[src/rtl/uart_pkg.sv]
// Shared definitions for the memory-mapped UART: register offsets,
// status bit positions and the receive-engine state encoding.
package uart_pkg;

  localparam int unsigned REG_TXDATA = 0;
  localparam int unsigned REG_RXDATA = 1;
  localparam int unsigned REG_STATUS = 2;

  localparam int unsigned ST_TXBUSY   = 0;
  localparam int unsigned ST_RXVALID  = 1;
  localparam int unsigned ST_OVERRUN  = 2;
  localparam int unsigned ST_FRAMEERR = 3;

  typedef enum logic [1:0] {
    RX_IDLE,
    RX_START,
    RX_DATA,
    RX_STOP
  } rx_state_e;

endpackage

[src/rtl/uart_rx.sv]
// 8N1 receive engine: input synchronizer, mid-bit sampling FSM and shift
// register. Emits the byte with a one-cycle done or frame-error strobe.
module uart_rx
  import uart_pkg::*;
#(
  parameter int unsigned CLK_DIV = 2604
) (
  input  logic       clk,
  input  logic       rst,
  input  logic       rx_i,
  output logic [7:0] data_o,
  output logic       done_o,
  output logic       frame_err_o
);

  localparam int unsigned CNT_W = $clog2(CLK_DIV);

  rx_state_e        state_q, state_d;
  logic [2:0]       sync_q;
  logic [CNT_W-1:0] cnt_q, cnt_d;
  logic [2:0]       bit_q, bit_d;
  logic [7:0]       shift_q, shift_d;
  logic             err_seen_q, err_seen_d;
  logic             done_q, done_d;
  logic             ferr_q, ferr_d;
  logic             line, fall, tick;

  // sync_q[1] is the synchronized line; sync_q[2] is its previous value
  assign line = sync_q[1];
  assign fall = sync_q[2] & ~sync_q[1];
  assign tick = (cnt_q == '0);

  always_ff @(posedge clk) begin
    if (rst) state_q <= RX_IDLE;
    else     state_q <= state_d;
  end

  always_ff @(posedge clk) begin
    if (rst) begin
      sync_q     <= '1;
      cnt_q      <= '0;
      bit_q      <= '0;
      shift_q    <= '0;
      err_seen_q <= 1'b0;
      done_q     <= 1'b0;
      ferr_q     <= 1'b0;
    end else begin
      sync_q     <= {sync_q[1:0], rx_i};
      cnt_q      <= cnt_d;
      bit_q      <= bit_d;
      shift_q    <= shift_d;
      err_seen_q <= err_seen_d;
      done_q     <= done_d;
      ferr_q     <= ferr_d;
    end
  end

  always_comb begin
    state_d    = state_q;
    cnt_d      = cnt_q;
    bit_d      = bit_q;
    shift_d    = shift_q;
    err_seen_d = err_seen_q;
    case (state_q)
      RX_IDLE: begin
        if (fall) begin
          state_d = RX_START;
          cnt_d   = CNT_W'(CLK_DIV / 2);
        end
      end
      RX_START: begin
        if (!tick) begin
          cnt_d = cnt_q - CNT_W'(1);
        end else if (line) begin
          state_d = RX_IDLE;
        end else begin
          state_d = RX_DATA;
          cnt_d   = CNT_W'(CLK_DIV - 1);
          bit_d   = '0;
        end
      end
      RX_DATA: begin
        if (!tick) begin
          cnt_d = cnt_q - CNT_W'(1);
        end else begin
          shift_d = {line, shift_q[7:1]};
          cnt_d   = CNT_W'(CLK_DIV - 1);
          bit_d   = bit_q + 3'd1;
          if (bit_q == 3'd7) begin
            state_d    = RX_STOP;
            err_seen_d = 1'b0;
          end
        end
      end
      RX_STOP: begin
        // After a bad stop bit, hold here until the line returns high
        if (!tick)     cnt_d      = cnt_q - CNT_W'(1);
        else if (line) state_d    = RX_IDLE;
        else           err_seen_d = 1'b1;
      end
      default: state_d = RX_IDLE;
    endcase
  end

  always_comb begin
    done_d = 1'b0;
    ferr_d = 1'b0;
    if (state_q == RX_STOP && tick && !err_seen_q) begin
      done_d = line;
      ferr_d = ~line;
    end
  end

  assign data_o      = shift_q;
  assign done_o      = done_q;
  assign frame_err_o = ferr_q;

endmodule

[src/rtl/uart_mmio.sv]
// Memory-mapped 8N1 UART: transmit engine, status/data registers and
// full 32-bit address decode around the uart_rx receive engine.
module uart_mmio
  import uart_pkg::*;
#(
  parameter int unsigned CLK_FREQ  = 25_000_000,
  parameter int unsigned BAUD      = 9600,
  parameter logic [31:0] BASE_ADDR = 32'h0000_1000
) (
  input  logic        clk,
  input  logic        rst,
  input  logic        RxD,
  output logic        TxD,
  input  logic [31:0] inputData,
  input  logic [31:0] inputAddr,
  input  logic        wren,
  input  logic [31:0] outputAddr,
  output logic [31:0] outputData
);

  localparam int unsigned CLK_DIV = CLK_FREQ / BAUD;
  localparam int unsigned CNT_W   = $clog2(CLK_DIV);
  localparam logic [31:0] ADDR_TX = BASE_ADDR + 32'(REG_TXDATA);
  localparam logic [31:0] ADDR_RX = BASE_ADDR + 32'(REG_RXDATA);
  localparam logic [31:0] ADDR_ST = BASE_ADDR + 32'(REG_STATUS);

  logic             txd_q, txd_d;
  logic             tx_busy_q, tx_busy_d;
  logic [CNT_W-1:0] tx_cnt_q, tx_cnt_d;
  logic [3:0]       tx_bit_q, tx_bit_d;
  logic [8:0]       tx_shift_q, tx_shift_d;
  logic [7:0]       rx_data_q, rx_data_d;
  logic             rx_valid_q, rx_valid_d;
  logic             overrun_q, overrun_d;
  logic             ferr_q, ferr_d;
  logic [31:0]      rdata_q, rdata_d;

  logic       wr_tx, wr_st, tx_end, tx_start;
  logic [7:0] rx_byte;
  logic       rx_done, rx_ferr;
  logic       unused_wdata;

  uart_rx #(.CLK_DIV(CLK_DIV)) u_rx (
    .clk         (clk),
    .rst         (rst),
    .rx_i        (RxD),
    .data_o      (rx_byte),
    .done_o      (rx_done),
    .frame_err_o (rx_ferr)
  );

  assign unused_wdata = ^inputData[31:8];
  assign wr_tx    = wren && (inputAddr == ADDR_TX);
  assign wr_st    = wren && (inputAddr == ADDR_ST);
  assign tx_end   = tx_busy_q && (tx_cnt_q == '0) && (tx_bit_q == 4'd9);
  // A write landing on the stop-bit end cycle chains straight into a new frame
  assign tx_start = wr_tx && (!tx_busy_q || tx_end);

  always_comb begin
    txd_d      = txd_q;
    tx_busy_d  = tx_busy_q;
    tx_cnt_d   = tx_cnt_q;
    tx_bit_d   = tx_bit_q;
    tx_shift_d = tx_shift_q;
    if (tx_start) begin
      txd_d      = 1'b0;
      tx_busy_d  = 1'b1;
      tx_cnt_d   = CNT_W'(CLK_DIV - 1);
      tx_bit_d   = '0;
      tx_shift_d = {1'b1, inputData[7:0]};
    end else if (tx_end) begin
      txd_d     = 1'b1;
      tx_busy_d = 1'b0;
    end else if (tx_busy_q) begin
      if (tx_cnt_q == '0) begin
        txd_d      = tx_shift_q[0];
        tx_shift_d = {1'b1, tx_shift_q[8:1]};
        tx_bit_d   = tx_bit_q + 4'd1;
        tx_cnt_d   = CNT_W'(CLK_DIV - 1);
      end else begin
        tx_cnt_d = tx_cnt_q - CNT_W'(1);
      end
    end
  end

  // Status flags: W1C clears first, then new receive events set (set wins)
  always_comb begin
    rx_data_d  = rx_data_q;
    rx_valid_d = rx_valid_q & ~(wr_st & inputData[ST_RXVALID]);
    overrun_d  = overrun_q  & ~(wr_st & inputData[ST_OVERRUN]);
    ferr_d     = ferr_q     & ~(wr_st & inputData[ST_FRAMEERR]);
    if (rx_done) begin
      rx_data_d  = rx_byte;
      rx_valid_d = 1'b1;
      if (rx_valid_q) overrun_d = 1'b1;
    end
    if (rx_ferr) ferr_d = 1'b1;
  end

  always_comb begin
    rdata_d = '0;
    case (outputAddr)
      ADDR_RX: rdata_d = 32'(rx_data_q);
      ADDR_ST: begin
        rdata_d[ST_TXBUSY]   = tx_busy_q;
        rdata_d[ST_RXVALID]  = rx_valid_q;
        rdata_d[ST_OVERRUN]  = overrun_q;
        rdata_d[ST_FRAMEERR] = ferr_q;
      end
      default: rdata_d = '0;
    endcase
  end

  always_ff @(posedge clk) begin
    if (rst) begin
      txd_q      <= 1'b1;
      tx_busy_q  <= 1'b0;
      tx_cnt_q   <= '0;
      tx_bit_q   <= '0;
      tx_shift_q <= '1;
      rx_data_q  <= '0;
      rx_valid_q <= 1'b0;
      overrun_q  <= 1'b0;
      ferr_q     <= 1'b0;
      rdata_q    <= '0;
    end else begin
      txd_q      <= txd_d;
      tx_busy_q  <= tx_busy_d;
      tx_cnt_q   <= tx_cnt_d;
      tx_bit_q   <= tx_bit_d;
      tx_shift_q <= tx_shift_d;
      rx_data_q  <= rx_data_d;
      rx_valid_q <= rx_valid_d;
      overrun_q  <= overrun_d;
      ferr_q     <= ferr_d;
      rdata_q    <= rdata_d;
    end
  end

  assign TxD        = txd_q;
  assign outputData = rdata_q;

endmodule

[config.mk]
export PLATFORM = sky130hd
export DESIGN_NAME = uart_mmio
export DESIGN_NICKNAME = d
export VERILOG_FILES = /design/src/rtl/uart_pkg.sv /design/src/rtl/uart_rx.sv /design/src/rtl/uart_mmio.sv
export SDC_FILE = /design/constraint.sdc
export NUM_CORES = 1
export LEC_CHECK = 0
export BUFFER_PORTS_ARGS = -buffer_cell sky130_fd_sc_hd__buf_4
export CAP_MARGIN = 20
export CORE_ASPECT_RATIO = 0.75
export CORE_MARGIN = 1
export CORE_UTILIZATION = 51
export DETAILED_ROUTE_END_ITERATION = 12
export MAX_ROUTING_LAYER = met4
export PLACE_DENSITY = 0.81
export SLEW_MARGIN = 25
export SYNTH_ARGS = -nofsm -noshare
export SYNTH_HDL_FRONTEND = slang
export SYNTH_SLANG_ARGS = --single-unit
[constraint.sdc]
create_clock -name clk -period 2.56 [get_ports clk]
set_clock_uncertainty 0.1 [all_clocks]
set_input_delay 0.512 -clock clk [delete_from_list [all_inputs] [get_ports clk]]
set_output_delay 0.512 -clock clk [all_outputs]
set_load 0.005 [all_outputs]
# ---- Yosys cells after proc, flatten, opt, wreduce, memory -nomap -nowiden
# Index checks and enable logic that the tools add are counted.
dict set report classes {
  addsub 4
  eq_ne 20
  muxes 42
  n_bitwise 14
  n_reduce_logical 33
}
# cell n
set ops {}
lappend ops {{equality test 32 x 13 -> 1 bit (second input constant)} 4}
lappend ops {{2-to-1 mux 12 bit} 9}
lappend ops {{case mux 12 bit (4 select lines)} 1}
lappend ops {{2-to-1 mux 8 bit} 4}
lappend ops {{zero test 12 bit} 2}
lappend ops {{subtractor 12 x 1 -> 12 bit (second input constant)} 2}
lappend ops {{2-to-1 mux 1 bit} 14}
lappend ops {{2-to-1 mux 2 bit} 7}
lappend ops {{inequality test 2 x 1 -> 1 bit (second input constant)} 7}
lappend ops {{nonzero test 2 bit} 5}
lappend ops {{2-to-1 mux 3 bit} 3}
lappend ops {{AND reduction 3 bit} 3}
lappend ops {{case mux 2 bit (4 select lines)} 1}
lappend ops {{case mux 4 bit (2 select lines)} 1}
lappend ops {{AND reduction 2 bit} 4}
lappend ops {{bitwise AND 1 bit} 7}
lappend ops {{logical AND 1 bit} 7}
lappend ops {{inverter 1 bit} 7}
lappend ops {{inequality test 2 bit (second input constant)} 3}
lappend ops {{case mux 3 bit (2 select lines)} 1}
lappend ops {{AND reduction 6 bit} 1}
lappend ops {{nonzero test 3 bit} 2}
lappend ops {{OR reduction 2 bit} 3}
lappend ops {{AND reduction 5 bit} 1}
lappend ops {{12 further kinds} 14}
dict set report totals {
  regBits 100
  out_inout_bits 33
  word_cells 133
}

# ---- Longest topological paths before layout
# Gate-level depths: netlist of run 1.
dict set report depth {
  ltp_word 7
  ltp_mapped 9
  ltp_nobuf 7
}

# ---- By module
# A second synthesis of run 1 with hierarchy kept.
dict set report hier_totals {
  hier_cells 456
  hier_area_um2 3973.8
}
# mod instances cells_per_inst area_per_inst_um2 seq_area_each_um2
set modules_own_cells {}
lappend modules_own_cells {uart_mmio 1 246 2282.2 900.9}
lappend modules_own_cells {uart_rx 1 210 1691.6 620.6}

# ---- Worst setup path before layout of run 1
# Ideal clock, no wire load.
dict set report synth_timing {
  path_type {input port to flip-flop}
  from {input inputAddr[24]}
  to {register txd_q (netlist: TxD)}
  setup_time_ns 0.139
  t_arrival_ns 1.922
  slack_ns 0.399
  stages 7
  path_buffers 2
  path_cell_list {nor4b_1 -> nand4_1 -> or3_1 -> clkbuf_1 -> buf_2 -> o211ai_1 -> o211ai_1}
}
dict set report synth_between {
  elab_chain_len 5
  elab_cells_between_ends 7
  classes_between {1 x eq/ne; 1 x mux; 5 x reduce/logical}
}
# item line_no
set synth_rtl {}
lappend synth_rtl {{start, declared} uart_mmio.sv:15} ;# input logic [31:0] inputAddr,
lappend synth_rtl {{equality test 32 x 13 -> 1 bit *} uart_mmio.sv:53} ;# assign wr_tx = wren && (inputAddr == ADDR_TX);
lappend synth_rtl {{logical AND 1 bit *} uart_mmio.sv:53}
lappend synth_rtl {{logical AND 1 bit *} uart_mmio.sv:57} ;# assign tx_start = wr_tx && (!tx_busy_q || tx_end);
lappend synth_rtl {{nonzero test 3 bit (no source line)} --}
lappend synth_rtl {{AND reduction 2 bit (no source line)} --}
lappend synth_rtl {{end signal, assigned} uart_mmio.sv:127} ;# txd_q <= txd_d;
lappend synth_rtl {{end, declared} uart_mmio.sv:27} ;# logic txd_q, txd_d;
# Every way passes the cells marked *; elsewhere a longest branch is shown, timed or not.
# A chain may end at the register's enable or synchronous reset.

# ---- Worst setup path in the final report of run 1
dict set report layout_timing {
  from {register tx_bit_q[0]}
  to {register tx_cnt_q[3]}
}
dict set report layout_between {
  elab_chain_len 6
  elab_cells_between_ends 8
  classes_between {2 x eq/ne; 1 x mux; 5 x reduce/logical}
}
# item line_no
set layout_rtl {}
lappend layout_rtl {{start, declared} uart_mmio.sv:30} ;# logic [3:0] tx_bit_q, tx_bit_d;
lappend layout_rtl {{start signal, assigned} uart_mmio.sv:130} ;# tx_bit_q <= tx_bit_d;
lappend layout_rtl {{equality test 4 bit *} uart_mmio.sv:55} ;# assign tx_end = tx_busy_q && (tx_cnt_q == '0) && (tx_bit_q == 4'd9);
lappend layout_rtl {{logical AND 1 bit *} uart_mmio.sv:55}
lappend layout_rtl {{logical OR 1 bit} uart_mmio.sv:57}
lappend layout_rtl {{logical AND 1 bit} uart_mmio.sv:57}
lappend layout_rtl {{inequality test 2 x 1 -> 1 bit (no source line) or nonzero test 2 bit (tied branches)} --}
lappend layout_rtl {{AND reduction 2 bit (no source line)} --}
lappend layout_rtl {{end signal, assigned} uart_mmio.sv:129} ;# tx_cnt_q <= tx_cnt_d;
lappend layout_rtl {{end, declared} uart_mmio.sv:29} ;# logic [CNT_W-1:0] tx_cnt_q, tx_cnt_d;
# Marks and branches as above.

==> results of run 1 <==
-- flip-flops by register name (all words and copies together) (netlist names), 3 cells and up, named ones only --
signal / flops
tx_shift_q: 8
u_rx.sync_q: 3
u_rx.bit_q: 3
tx_cnt_q: 12
rx_data_q: 8
tx_bit_q: 4
outputData: 8
u_rx.cnt_q: 12
u_rx.data_o: 8
-- metrics by stage --
step / hold WS, ns / instances / power [mW]
after floorplan: 0.289 / 472 / 1.79
after global placement: 0.323 / 628 / 1.97
after detailed placement: 0.304 / 628 / 1.99
after CTS: 0.238 / 643 / 2.88
after global routing: 0.241 / 644 / 3.03
final: 0.250 / 644 / 2.88
-- cells by family after synthesis --
| kind of cell | Yosys count |
|---|---|
| multiplexers | 18 |
| AO/OA/AOI/OAI | 104 |
| XOR/XNOR | 5 |
| buffers and inverters | 60 |
| AND/OR/NAND/NOR | 174 |
| flip-flops | 76 |
| adder cells (fa/ha/maj) | 11 |
| other | 1 |
-- timing repair --
item / 4_1_cts / 5_1_grt
setup endpoints to repair: 0 / 12
hold buffers: 0 / 0
setup buffers: 0 / 1
gates resized for setup: 0 / 1
-- cell usage in the layout (no fill, tap or decap), types with 9 or more instances in the layout --
master	synthesis	layout
conb_1	1	24
nand4_1	9	9
mux2i_1	15	15
inv_1	14	14
nor4_1	18	18
o21ai_0	10	10
buf_4	27	101
dfxtp_1	76	76
nor3_1	28	28
nor2_1	24	24
nand3_1	15	15
a21oi_1	29	29
nand2_1	25	25
ha_1	11	11
clkbuf_8	0	9
a211oi_1	11	11
o21ai_1	9	9
-- area by class of cell --
type,instances,area (sq um)
Clock buffer,9,124
Clock inverter,6,65.1
Fill cell,626,2590
Inverter,15,56.3
Multi-Input combinational cell,336,2190
Sequential cell,76,1520
Tap cell,101,126
Timing Repair Buffer,101,758
-- power by group --
| group | switching (mW) | total (mW) | leakage (nW) | internal [mW] |
|---|---|---|---|---|
| Combinational | 0.407 | 0.715 | 1.28 | 0.307 |
| Sequential | 0.0489 | 1.27 | 0.614 | 1.22 |
| Clock | 0.447 | 0.893 | 0.0955 | 0.446 |
-- per-layer routing --
layer / track usage, % / vias to the layer above
met3: 6.89 / 15
met5: - / -
li1: - / 1790
met1: 30.3 / 1736
met2: 39.5 / 131
met4: 7.86 / 0
-- worst register-to-register path: stages (launching register included) --
cell and delay [ns]:
dfxtp_1 0.42, ha_1 0.21, nor4bb_1 0.35, nand4_1 0.28, and2_1 0.33, mux2_4 0.32, o311a_1 0.28
-- worst paths after layout --
kind,end,slack (ns),startpoint
worst max-delay path,tx_cnt_q[3],0.16,tx_bit_q[0]
worst min-delay path,u_rx.sync_q[0],0.25,RxD
worst max register to register,tx_cnt_q[3],0.16,tx_bit_q[0]
worst min register to register,u_rx.sync_q[1],0.32,u_rx.sync_q[0]
==> impl_metrics.ini, run 1 <==
[detailed_routing]
routed_wl_um = 9670
first_iter_violations = 190
drc_errors = 0
firstDrtPassIters = 4
wl_per_cell_um = 15.0
dr.max_layer_used = met4
ant_nets = 0
viasPerCell = 5.70
met2_length_um = 4690
wirelength_met1_um = 4230
dr_wl_met3_um = 641
vias = 3672

[logic_synthesis]
synthTopCellsByArea = dfxtp_1 38%, buf_4 5.1%, mux2i_1 3.8%
yosys-top-cells-count = 76 x dfxtp_1, 29 x a21oi_1, 28 x nor3_1
synth-simple-area-share_pct = 25.2
yosysTopAreaCellShare_pct = 38.4
syn_area_per_cell_sq_um = 8.83
synth_top_family_by_area = simple AND/OR/NAND/NOR gates
ys_types = 72
synth_xor_area_share_pct = 1.10
synth-seq-cells = 76
ys_seq_area_share_pct = 38.4
synthesis.area_sq_um = 3960
ys_warn_count = 0
synthAdderAreaFrac_pct = 3.47
synth_compound_area_share_pct = 18.3
muxShareOfSynthArea_pct = 4.73
synth_cells = 449
synth.largest_area_cell = dfxtp_1
ys.flop_type = dfxtp_1
synth_edf_count = 0
yosysMostFrequentCell = dfxtp_1
synth_async_sr_flop_share_pct = 0

[timing]
drv_slew = 0
slew_headroom_pct = 54.6
final-hold-violation-count = 0
finalSetupViolations = 0
worst_pin_slew_ns = 0.675
tns_ns = 0
rsz0062_at_grt = false
period_needed_ns = 2.40
min_period_over_period_pct = 93.6
fin_ws_ns = 0.165
fmax_mhz = 417

[grt]
grt_pass1_vias = 3444
antenna_found_initial = 0
overflow = 0
grt_pass1_wl_um = 15800
grt_usage_pct = 24.7
grt_start_max_net_pins = 29

[finish]
antenna_cells = 0
fin_util_pct = 65.1
drive_gt1_share_pct = 26.3
final_net_count = 650
areaGrowthSynthToFinish_pct = 22.1
design_area_sq_um = 4840

[die]
die_area_sq_um = 8130
ios = 133
die_x_um = 104
fp.coreArea_sq_um = 7430
die_h_um = 78.4
initial_core_util_pct = 53.3
floorplan.rows = 27

[placed_design]
gp_congestion = 0.968
place_ws_ns = -0.0199
dpl_cell_area_sq_um = 4640
dp_hpwl_um = 7230
port_buffers = 84

[setup_path]
cp.depth = 6
cp.arrival_ns = 2.53
crit_family = simple AND/OR/NAND/NOR gates
crit_required_ns = 2.70
crit_path_end_kind = flop
crit_type = flop to flop
crit_buf_inv = 0
crit_path_max_fanout = 5
crit_chain = ha_1 -> nor4bb_1 -> nand4_1 -> and2_1 -> mux2_4 -> o311a_1
critPathMaxStageDelay_ns = 0.42
cp-start-kind = flop
reg2reg_depth = 6
cpMaxStageDelayCell = dfxtp_1

[power]
power.leakage_nw = 1.99
vdd_ir_drop_max_v = 0.000365
power_density_nw_per_um2 = 595

[clock_tree]
path_clk_slew_ns = 0.07
clockRootBuffer = clkbuf_8
clk_latency_ns = 0.35
cts.sinks = 76
cts_buffers = 9
clockBufferDepth = 2
tritoncts = built
h-tree-depth = 3

[min_path]
worstHoldPathCells = 2
hold_path_class = input port to flop

[job]
drv_cap = 0

[outcome]
run_status = finished clean
(Power assumes the default switching activity.)
==> run 2, diff against run 1 <==
--- a/config.mk
+++ b/config.mk
@@ -7,12 +7,12 @@
 export LEC_CHECK = 0
 export BUFFER_PORTS_ARGS = -buffer_cell sky130_fd_sc_hd__buf_4
 export CAP_MARGIN = 20
-export CORE_ASPECT_RATIO = 0.75
+export CORE_ASPECT_RATIO = 0.7
 export CORE_MARGIN = 1
-export CORE_UTILIZATION = 51
+export CORE_UTILIZATION = 46
 export DETAILED_ROUTE_END_ITERATION = 12
 export MAX_ROUTING_LAYER = met4
-export PLACE_DENSITY = 0.81
+export PLACE_DENSITY = 0.77
 export SLEW_MARGIN = 25
 export SYNTH_ARGS = -nofsm -noshare
 export SYNTH_HDL_FRONTEND = slang
==> constraint.sdc (replaced) <==
create_clock -name clk -period 2.03 [get_ports clk]
set_clock_uncertainty 0.1 [all_clocks]
set_input_delay 0.406 -clock clk [delete_from_list [all_inputs] [get_ports clk]]
set_output_delay 0.406 -clock clk [all_outputs]
set_load 0.005 [all_outputs]
==> run 2 against run 1 <==
  * The run now ends with negative setup slack left
  * Global-route usage grew 0.99 points
  * Hold slack worse by 0.098 ns
  * Critical endpoint is now tx_cnt_q[7]
  * Register-to-register slack worse by 0.29 ns
  * Fmax up 11%
  * Non-clock buffer count rose by 55
  * First-iteration DRC count rose by 54%
  * Wire length is 17% higher
  * Critical path depth up 5
  * Worst setup slack worse by 0.29 ns
  * Cell count grew 8.7%
  * Utilization is 4.8 points higher
==> impl_metrics.ini, run 2 (synthesis gave the netlist of run 1 again) <==
[setup_path]
crit_path_max_fanout = 8
crit_family = buffers and inverters
cpMaxStageDelayCell = dfxtp_2
critPathMaxStageDelay_ns = 0.32
cp.arrival_ns = 2.28
crit_top_cell = buf_4
crit_required_ns = 2.16
cp-start-kind = flop
crit_type = flop to flop
crit_buf_inv = 5
crit_chain = inv_2 -> ha_4 -> nor4bb_4 -> buf_4 -> nand4_1 -> buf_4 -> a2111oi_4 -> buf_4 -> buf_12 -> a211o_1 -> a21oi_1
crit_path_end_kind = flop

[die]
die_x_um = 113
die_area_sq_um = 9000
fp.coreArea_sq_um = 8110
initial_core_util_pct = 48.9
ios = 133
floorplan.rows = 27
die_h_um = 79.7

[placed_design]
place_ws_ns = -0.206
dp_hpwl_um = 7640
gp_congestion = 0.902
port_buffers = 84

[min_path]
hold_path_class = input port to flop

[timing]
finalSetupViolations = 16
tns_ns = -1.30
fin_ws_ns = -0.130
fmax_mhz = 463
drv_slew = 0
rsz0062_at_grt = true
final-hold-violation-count = 0
worst_pin_slew_ns = 0.574
slew_headroom_pct = 61.7
min_period_over_period_pct = 106
period_needed_ns = 2.16

[clock_tree]
tritoncts = built
h-tree-depth = 3
clockRootBuffer = clkbuf_16
clk_latency_ns = 0.34
cts_hold_buf = 0
cts.sinks = 76
clockBufferDepth = 2
cts_buffers = 9
path_clk_slew_ns = 0.06

[finish]
final_cell_mix = 148 x buf_4, 70 x dfxtp_1, 26 x a21oi_1, 25 x nor3_1
areaGrowthSynthToFinish_pct = 43.0
layout_commonest_cell = buf_4
final_net_count = 705
fin_util_pct = 69.9
reg.largest.list = tx_cnt_q (12), u_rx.cnt_q (12)
fillers = 606
antenna_cells = 0
drive_gt1_share_pct = 40.1

[grt]
grt_pass1_wl_um = 17600
antenna_found_initial = 0
grt_start_max_net_pins = 21
grt_usage_pct = 25.7
grt_pass1_vias = 3642
overflow = 0

[detailed_routing]
viasPerCell = 5.62
wl_per_cell_um = 16.1
drc_errors = 0
first_iter_violations = 293
vias = 3933
ant_nets = 0
routed_wl_um = 11300
firstDrtPassIters = 5

[power]
power.leakage_nw = 2.37
power_density_nw_per_um2 = 779
vdd_ir_drop_max_v = 0.000672

[outcome]
violations = negative setup slack
run_status = finished with violations

[job]
drv_cap = 0
==> run 2: changes by cell type in the layout (fill, tap and decap cells not counted), moves of 5 or more <==
cell	change
clkbuf_8	-9
buf_4	+47
dfxtp_2	+6
inv_1	-6
dfxtp_1	-6
clkbuf_16	+10
buf_6	+5
inv_2	+5
==> run 2: metal layers <==
layer / routed length (um) / track usage (%)
met1: 4880 / 32.0
met2: 5290 / 41.8
met3: 952 / 6.38
met4: 168 / 6.84
met5: 0 / -
==> run 2: worst paths after layout <==
path	slack, ns	to	startpoint	cells past startpoint
max	-0.13	tx_cnt_q[7]	tx_bit_q[1]	11
min	0.15	u_rx.sync_q[0]	RxD	2
min reg2reg	0.34	ferr_q	u_rx.frame_err_o	1
max reg2reg	-0.13	tx_cnt_q[7]	tx_bit_q[1]	11
==> run 2: timing repair <==
item / 4_1_cts / 5_1_grt
setup buffers: 6 / 6
resized for setup: 27 / 30
endpoints found under the setup margin: 26 / 38
pin swaps: 10 / 16
cloned: 0 / 1
==> run 2: through the flow <==
step                      hold WS, ns  area [sq um]  power (mW)  cells
after floorplan                 0.289          4080        2.25    472
after CTS                       0.146          5480        4.34    693
after global placement          0.322          5010        2.62    671
after detailed placement        0.332          5010        2.64    671
after global routing            0.151          5670        4.61    700
final                           0.151          5670        4.42    700
==> run 2: worst register-to-register path, delay by kind of cell (launching register included) <==
family                   cells  cell delay [ns]
AO/OA/AOI/OAI                3             0.45
adder cells (fa/ha/maj)      1             0.13
flip-flops                   1             0.32
buffers and inverters        5             0.74
AND/OR/NAND/NOR              2             0.31
==> run 2: final cells by class <==
cell class,instances,area [sq um],area share [%]
Clock inverter,7,87.6,1.54
Sequential cell,76,1530,27.0
Inverter,15,58.8,1.04
Tap cell,101,126,2.23
Multi-Input combinational cell,336,2410,42.5
Timing Repair Buffer,156,1230,21.7
Clock buffer,9,225,3.97
==> run 2: power by group <==
group / switching [mW] / internal, mW
sequential: 0.0537 / 1.54
clock: 0.699 / 0.985
combinational: 0.602 / 0.535
==> run 3, diff against run 2 <==
--- a/config.mk
+++ b/config.mk
@@ -8,7 +8,6 @@
 export BUFFER_PORTS_ARGS = -buffer_cell sky130_fd_sc_hd__buf_4
 export CAP_MARGIN = 20
 export CORE_ASPECT_RATIO = 0.7
-export CORE_MARGIN = 1
 export CORE_UTILIZATION = 46
 export DETAILED_ROUTE_END_ITERATION = 12
 export MAX_ROUTING_LAYER = met4
@@ -16,4 +15,5 @@
 export SLEW_MARGIN = 25
 export SYNTH_ARGS = -nofsm -noshare
 export SYNTH_HDL_FRONTEND = slang
+export SYNTH_HIERARCHICAL = 1
 export SYNTH_SLANG_ARGS = --single-unit
==> run 3 against run 2 <==
  * The run still ends with negative setup slack left
  * Fmax decreased by 1.9%
  * Non-clock buffer count is 12 higher
  * Via count increased by 4.1%
  * Wire length increased by 7.3%
  * Combinational power rose by 31%
  * Sequential share of layout area fell by 0.90 points
  * Die area increased by 0.25%
  * Largest power group is now registers
==> impl_metrics.ini, run 3 <==
[power]
power.share.sequential_pct = 34.4
p_int_mw = 3.11
switching_share_pct = 32.3
power_density_nw_per_um2 = 780
comb_power_share_pct = 32.4
vdd_ir_drop_max_v = 0.000638
power_switching_mw = 1.48
clkPwrFrac_pct = 33.2
power.leakage_nw = 2.42

[die]
floorplan.rows = 27
die_h_um = 79.8
fp.coreArea_sq_um = 8110
initial_core_util_pct = 49.0
die_x_um = 113
ios = 133
die_area_sq_um = 9020

[timing]
period_needed_ns = 2.20
final-hold-violation-count = 0
finalSetupViolations = 43
rsz0062_at_grt = true
drv_slew = 0
min_period_over_period_pct = 108
fmax_mhz = 454
slew_headroom_pct = 62.5
fin_ws_ns = -0.172
worst_pin_slew_ns = 0.562
tns_ns = -3.16

[logic_synthesis]
synth_edf_count = 0
ys_seq_area_share_pct = 38.3
yosysTopAreaCellShare_pct = 38.3
synth_cells = 456
yosys-top-cells-count = 76 x dfxtp_1, 38 x nor2_1, 33 x nand2_1
ys_types = 68
synth-seq-cells = 76
synth.largest_area_cell = dfxtp_1
ys_warn_count = 6
synthesis.area_sq_um = 3970
yosysMostFrequentCell = dfxtp_1
synthTopCellsByArea = dfxtp_1 38%, buf_4 4.5%, ha_1 4.1%
ys.flop_type = dfxtp_1
synth_async_sr_flop_share_pct = 0
syn_area_per_cell_sq_um = 8.71

[grt]
grt_pass1_vias = 3822
overflow = 0
grt_usage_pct = 26.2
grt_pass1_wl_um = 18000
antenna_found_initial = 0
grt_start_max_net_pins = 21

[clock_tree]
clk_latency_ns = 0.34
tritoncts = built
cts_buffers = 9
path_clk_slew_ns = 0.06
clockBufferDepth = 2
h-tree-depth = 3
cts.sinks = 76
cts_hold_buf = 0
clockRootBuffer = clkbuf_16

[outcome]
violations = negative setup slack
run_status = finished with violations

[finish]
fin_util_pct = 72.6
layout_commonest_cell = buf_4
final_cell_mix = 158 x buf_4, 67 x dfxtp_1, 35 x nor2_1, 25 x nand2_1, 24 x conb_1
antenna_cells = 0
drive_gt1_share_pct = 44.3
reg.largest.list = tx_cnt_q (12), u_rx/cnt_q (12)
final_net_count = 731
areaGrowthSynthToFinish_pct = 48.2

[detailed_routing]
first_iter_violations = 228
firstDrtPassIters = 5
ant_nets = 0
drc_errors = 0
viasPerCell = 5.65
vias = 4093
routed_wl_um = 12100
wl_per_cell_um = 16.7

[setup_path]
critPathMaxStageDelay_ns = 0.50
crit_path_end_kind = flop
crit_required_ns = 2.16
cp-start-kind = flop
crit_path_max_fanout = 4
crit_type = flop to flop
cpMaxStageDelayCell = or4b_4
crit_chain = inv_2 -> ha_2 -> or4b_4 -> buf_6 -> o41ai_4 -> or2_4 -> o22ai_2 -> a22o_1
cp.arrival_ns = 2.33

[placed_design]
port_buffers = 84
gp_congestion = 0.914
dp_hpwl_um = 7820
place_ws_ns = -0.161

[min_path]
hold_path_class = input port to flop

[job]
drv_cap = 0
run 3: cell count changes after synthesis, moves of 5 or more:
cell,before,now
o21ai_1,9,0
and3_1,8,1
a211oi_1,11,5
nand2_1,25,33
nor2_1,24,38
a31oi_1,2,8
nor3_1,28,13
nand3_1,15,10
inv_1,14,20
nand2b_1,4,11
or3_1,3,9
o21ai_0,10,17
run 3: cells by family (layout without fill, tap and decap cells):
logic type	Yosys count	count (layout)	synth area share (%)
DFF	76	76	38.3
other	1	24	0.0944
buffers and inverters	62	204	8.78
and+or+nand+nor	180	181	24.9
muxes	12	12	3.05
AOI/OAI and AO/OA	104	105	19.0
adders and majority gates	13	13	4.09
xor gates and xnor gates	8	8	1.76
run 3: final cells by class:
| class | count | area [sq um] |
|---|---|---|
| multi-input cells | 343 | 2570 |
| fillers | 582 | 2220 |
| flip-flops and latches | 76 | 1540 |
| repair buffers | 168 | 1300 |
| clock buffers | 9 | 225 |
| well taps | 101 | 126 |
| inverters | 20 | 75.1 |
| clock inverters | 7 | 58.8 |
run 3: metal layers:
metal	GRT usage [%]	share of wire [%]	vias up
li1	-	-	1956
met1	31.6	44	1955
met2	43.5	48	157
met3	6.07	6.1	25
met4	8.95	2.2	0
met5	-	0	-
run 3: worst paths after layout:
| kind | startpoint | endpoint | slack [ns] | depth (start not counted) |
|---|---|---|---|---|
| hold / removal | RxD | u_rx/sync_q[0] | 0.15 | 2 |
| setup reg to reg | u_rx/cnt_q[0] | u_rx/cnt_q[2] | -0.17 | 8 |
| hold reg to reg | u_rx/sync_q[0] | u_rx/sync_q[1] | 0.31 | 1 |
| setup / recovery | u_rx/cnt_q[0] | u_rx/cnt_q[2] | -0.17 | 8 |
run 3: critical path: cells and delay by family (launching register included):
kind,cells,cell delay [ns]
AND/OR/NAND/NOR,2,0.73
AO/OA/AOI/OAI,3,0.57
flip-flops,1,0.32
buffers and inverters,2,0.23
adder cells (fa/ha/maj),1,0.15
run 3: metrics by stage:
stage | total power, mW | instance area, sq um | cells | hold WS, ns
after global routing | 4.77 | 5890 | 724 | 0.145
after CTS | 4.46 | 5660 | 718 | 0.143
after detailed placement | 2.78 | 5110 | 686 | 0.301
final | 4.59 | 5890 | 724 | 0.153
after floorplan | 2.32 | 4160 | 479 | 0.289
after global placement | 2.76 | 5110 | 686 | 0.302
run 3: timing repair:
| action | in CTS | in global routing |
|---|---|---|
| setup endpoints to repair | 47 | 49 |
| pin swaps | 27 | 37 |
| gates cloned | 0 | 2 |
| buffers inserted | 16 | 5 |
| gates resized for setup | 41 | 44 |
run 3: power by group through the flow:
| stage | clock (mW) | combinational (mW) | sequential (mW) |
|---|---|---|---|
| final | 1.52 | 1.49 | 1.58 |
| after global routing | 1.61 | 1.58 | 1.58 |
| after CTS | 1.54 | 1.34 | 1.58 |
| after detailed placement | 0 | 1.18 | 1.60 |
| after global placement | 0 | 1.15 | 1.60 |
| after floorplan | 0 | 0.714 | 1.61 |
